**src/rtl/boreal_pwm_demod.sv**
```systemverilog
// Boreal DDS PWM receive decoder: counts synchronised rising edges per 2^WIN_LOG2-cycle window.
// Edge-to-count latency SYNC_STAGES+1 cycles; results appear the cycle after window close; no backpressure.
module boreal_pwm_demod #(
    parameter int WIN_LOG2    = 10,
    parameter int SYNC_STAGES = 2
) (
    input  logic        clk,
    input  logic        rst_n,
    input  logic        enable,
    input  logic        pwm_in,
    output logic [15:0] x_est,
    output logic [15:0] v_est,
    output logic        valid,
    output logic        armed
);

    localparam int SHIFT = 16 - WIN_LOG2;
    localparam logic [WIN_LOG2-1:0] WLAST = '1;

    typedef enum logic [1:0] {IDLE, ARM, RUN} state_t;

    state_t                   state;
    logic [SYNC_STAGES-1:0]   sync_q;
    logic                     prev_q;
    logic [WIN_LOG2-1:0]      wcnt;
    logic [WIN_LOG2-1:0]      ecnt;

    logic                     rise;
    logic                     win_end;
    logic [WIN_LOG2-1:0]      ecnt_final;
    logic [16:0]              x_new;
    logic signed [16:0]       x_diff;
    logic [15:0]              v_sat;

    assign rise       = sync_q[SYNC_STAGES-1] & ~prev_q;
    assign win_end    = (wcnt == WLAST);
    // An edge on the closing cycle belongs to the closing window, never to both.
    assign ecnt_final = ecnt + WIN_LOG2'(rise);
    assign x_new      = 17'(ecnt_final) << SHIFT;
    assign x_diff     = $signed(x_new) - $signed({1'b0, x_est});
    assign v_sat      = (x_diff > 17'sd32767) ? 16'h7fff : x_diff[15:0];

    // Synchroniser and history flop run in every state so edges are valid at re-arm.
    always_ff @(posedge clk or negedge rst_n) begin
        if (!rst_n) begin
            sync_q <= '0;
            prev_q <= 1'b0;
        end else begin
            sync_q <= {sync_q[SYNC_STAGES-2:0], pwm_in};
            prev_q <= sync_q[SYNC_STAGES-1];
        end
    end

    always_ff @(posedge clk or negedge rst_n) begin
        if (!rst_n) begin
            state <= IDLE;
            wcnt  <= '0;
            ecnt  <= '0;
            x_est <= '0;
            v_est <= '0;
            valid <= 1'b0;
            armed <= 1'b0;
        end else begin
            valid <= 1'b0;
            case (state)
                IDLE: begin
                    wcnt <= '0;
                    ecnt <= '0;
                    if (enable) state <= ARM;
                end
                ARM, RUN: begin
                    if (!enable) begin
                        state <= IDLE;
                        wcnt  <= '0;
                        ecnt  <= '0;
                        armed <= 1'b0;
                    end else begin
                        wcnt <= wcnt + 1'b1;
                        if (win_end) begin
                            ecnt  <= '0;
                            x_est <= x_new[15:0];
                            if (state == RUN) begin
                                v_est <= v_sat;
                                valid <= 1'b1;
                            end
                            state <= RUN;
                            armed <= 1'b1;
                        end else begin
                            ecnt <= ecnt_final;
                        end
                    end
                end
                default: state <= IDLE;
            endcase
        end
    end

endmodule

```
**config.mk**
```make
export PLATFORM = sky130hd
export DESIGN_NAME = boreal_pwm_demod
export DESIGN_NICKNAME = d
export VERILOG_FILES = /design/src/rtl/boreal_pwm_demod.sv
export SDC_FILE = /design/constraint.sdc
export NUM_CORES = 1
export LEC_CHECK = 0
export BUFFER_PORTS_ARGS = -buffer_cell sky130_fd_sc_hd__buf_2
export CAP_MARGIN = 20
export CORE_MARGIN = 10
export CORE_UTILIZATION = 55
export DETAILED_ROUTE_END_ITERATION = 6
export PLACE_DENSITY = 0.75
export SYNTH_ARGS = -nofsm -noshare
export SYNTH_HDL_FRONTEND = slang
export SYNTH_SLANG_ARGS = --single-unit
```
**constraint.sdc**
```tcl
create_clock -name clk -period 7.2 [get_ports clk]
set_input_delay 0.36 -clock clk [delete_from_list [all_inputs] [get_ports clk]]
set_output_delay 0.36 -clock clk [all_outputs]
set_load 0.05 [all_outputs]
```
==> results list <==
- The run finished with clean final reports.
* Fillers: 415
* Synthesized area per cell: 9.54 sq um
* Antenna diode instance count: 0
* Number of nets at the end of the flow: 341
- Hold Path Stages: 1
- After clock tree synthesis, the repair step resized 0 gates.
- The first TritonRoute pass finished after 4 iterations.
- Cell at the root of the clock tree: clkbuf_8
- Remaining antenna violation count: 0
- After floorplanning, the core was divided into 25 placement rows.
* Clock buffer count from CTS: 5
- Area of the mapped netlist: 0.00282 sq mm
- The via count of the first global-routing pass came to 2019.
- Setup repair after global routing missed its margin: false
* Final critical-path setup slack: 3.88 ns
- Final routed wirelength across all metal layers: 5530 um
- The routed design could run at a clock period as short as 3.32 ns.
- Top FF cell, synth: dfrtp_1
- Global routing finished with a remaining overflow of 0.
- The initial antenna violation count was 0.
- Number of hold violations in the final report: 0
* Clock latency at the later pin of the worst-skew pair: 0.29 ns
- Initial core utilization: 58.1%
- Top achievable clock speed: 301 MHz
* Clock sinks: 48
- In this run the static leakage power is 1.56 nW.
- Overall die area: 0.00838 sq mm
- Data required, critical path: 7.35 ns
- Yosys mapped a number of flops with a built-in enable equal to 0.
- Final max-slew violation count: 0
* Worst setup slack before clock tree synthesis: 3.89 ns
- In this run, synthesis produced a sequential element count of 48.
- Counting cells, the worst reg-to-reg path comes to 12.
* Synthesized instance count: 295
* Final Wtd Congestion: 0.931
- Maximum root-to-sink buffer count: 2
- The first global-routing pass estimated 9550 um of wire.
- Worst-path clk slew: 0.08 ns
* Share of flip-flops with an asynchronous set or reset after synthesis: 100%
* Area taken by multi-input logic gates: 0.00143 sq mm
- Worst slew margin: 35.8%
- Via-per-instance ratio: 5.37
* Sequential fraction of the synthesis area: 42.7%
- Top library cells by usage in the layout, fill and taps aside: dfrtp_1 (48), nand2_1 (40), buf_2 (31)
- Core Box Area: 0.00485 sq mm
* Post-DP HPWL: 4170 um
- Max-cap violations in this run came to 0.
- From synthesis to final layout, the design area changed by 8.71%.
* FF+latch area: 0.00120 sq mm
- Max rail drop VDD: 0.0000942 V
- Of all nets on the critical path, the largest fanout is 10.
- Measured along the y axis, the die boundary spans 91.5 um.
* Proportion of layout cells with a drive suffix above 1: 16.6%
- Commonest non-fill, non-tap cell in the layout: dfrtp_1
* CP Capture Type: flip-flop
* Worst clock skew: 0.00376 ns
- Summing over every cut layer, the via total after detailed routing is 2078.
- Count of unique library cells instantiated by Yosys: 44
- Initial DRC count: 122
- Count of pins on the block boundary: 38
- Final core utilization: 63.1%
* Class of the tightest hold or removal check: in2reg
- Period Utilization, post-route: 46.2%
- # hold bufs at CTS: 0
- Transition time at the pin with the least slew margin: 0.955 ns
- Power spread over the standard cell area amounts to 169 mW/mm^2.
* Critical Path Start Type: flip-flop
- TNS Setup: 0 ns
- The die is 91.5 um wide.
* H-tree depth: 2
- Synth Warn #: 0
* CTS tree: done
- Port Buffers: 31
* Total DRC errors in the routed layout: 0
* Post-CTS setup buffer count: 0
- Maximum number of pins on one net before global-route repair: 49
* Classification of the worst setup path: reg2reg
- Final number of setup-violating endpoints: 0
- For this run, the total global-route usage over all layers was measured as 13.3%.
* Data arrival time of the worst path: 3.47 ns
- Dividing the detail-routed wire length by the instance count gives 14.3 um.
-- flip-flops by register name (all words and copies together) (netlist names) --
| register | cells |
|---|---|
| armed | 1 |
| ecnt | 10 |
| prev_q | 1 |
| state | 2 |
| sync_q | 2 |
| v_est | 11 |
| valid | 1 |
| wcnt | 10 |
| x_est | 10 |
-- per-stage QoR --
step                      instance area (sq um)  hold WS (ns)  instances  power [mW]
after floorplan                            2830        0.0644        300       0.342
after global placement                     2940         0.353        377       0.356
after detailed placement                   2940         0.360        377       0.358
after CTS                                  3030         0.163        385       0.522
after global routing                       3060         0.162        387       0.547
final                                      3060         0.171        387       0.518
-- layer usage --
metal	GRT usage, %	routed length [um]
met1	17.2	2650
met4	4.18	69
met3	4.53	354
met2	20.4	2460
met5	0	0
-- power by group --
part	total [mW]	switching [mW]	internal, mW	leakage [nW]
Sequential	0.283	0.00633	0.276	0.635
Clock	0.163	0.0842	0.0785	0.0455
Combinational	0.0723	0.0518	0.0205	0.878
Total	0.518	0.142	0.375	1.56
-- layout make-up --
cell class                 count  area share, %
sequential                    48           39.2
tap                           67           2.74
inverter                      19           2.33
clock buffer                   8           2.94
timing repair buffer          33           6.05
multi-input combinational    212           46.7
-- critical path, stage by stage, from the launching register on --
cell,delay [ns]
dfrtp_1,0.37
nor2b_1,0.11
ha_1,0.20
nand3_1,0.10
nor3_1,0.45
nand3_1,0.16
xnor2_1,0.28
ha_1,0.37
nor2b_1,0.19
nand4_1,0.10
o311ai_1,0.17
o311ai_4,0.51
o211ai_1,0.15
-- Yosys cell counts, drive strengths merged (2+ instances only) --
library cell	instances	area (sq um)
inv	19	71.3
nor2b	5	31.3
o41ai	2	17.5
buf	15	108
a31oi	2	18.8
a22o	2	17.5
mux2i	2	20.0
o31ai	6	45.0
ha	17	213
xnor2	6	52.6
nand2	40	150
a21oi	12	60.1
o311ai	3	61.3
xor2	12	105
o21ai	23	115
nand3	16	90.1
clkbuf	6	25.0
mux2	3	33.8
nand4	3	33.8
o211ai	7	52.6
a21o	4	30.0
nor2	22	82.6
nor3	5	35.0
and2	2	12.5
dfrtp	48	1200
and4	2	17.5
-- logic make-up after synthesis --
family                   synth area share (%)
multiplexers                             1.91
flip-flops                               42.7
adder cells (fa/ha/maj)                  8.27
XOR/XNOR                                 5.60
AO/OA/AOI/OAI                            16.9
other                                   0.133
buffers and inverters                    7.24
AND/OR/NAND/NOR                          17.3
-- final timing paths --
path | from | end | slack (ns)
max | prev_q$_DFF_PN0_ | v_est[12]$_DFFE_PN0P_ | 3.88
min | pwm_in | sync_q[0]$_DFF_PN0_ | 0.17
max reg2reg | prev_q$_DFF_PN0_ | v_est[12]$_DFFE_PN0P_ | 3.88
min reg2reg | sync_q[1]$_DFF_PN0_ | prev_q$_DFF_PN0_ | 0.38
max in group asynchronous | rst_n | v_est[14]$_DFFE_PN0P_ | 6.30
min in group asynchronous | rst_n | wcnt[7]$_DFFE_PN0P_ | 0.43
Note: power is estimated with default switching activity, not from simulation.
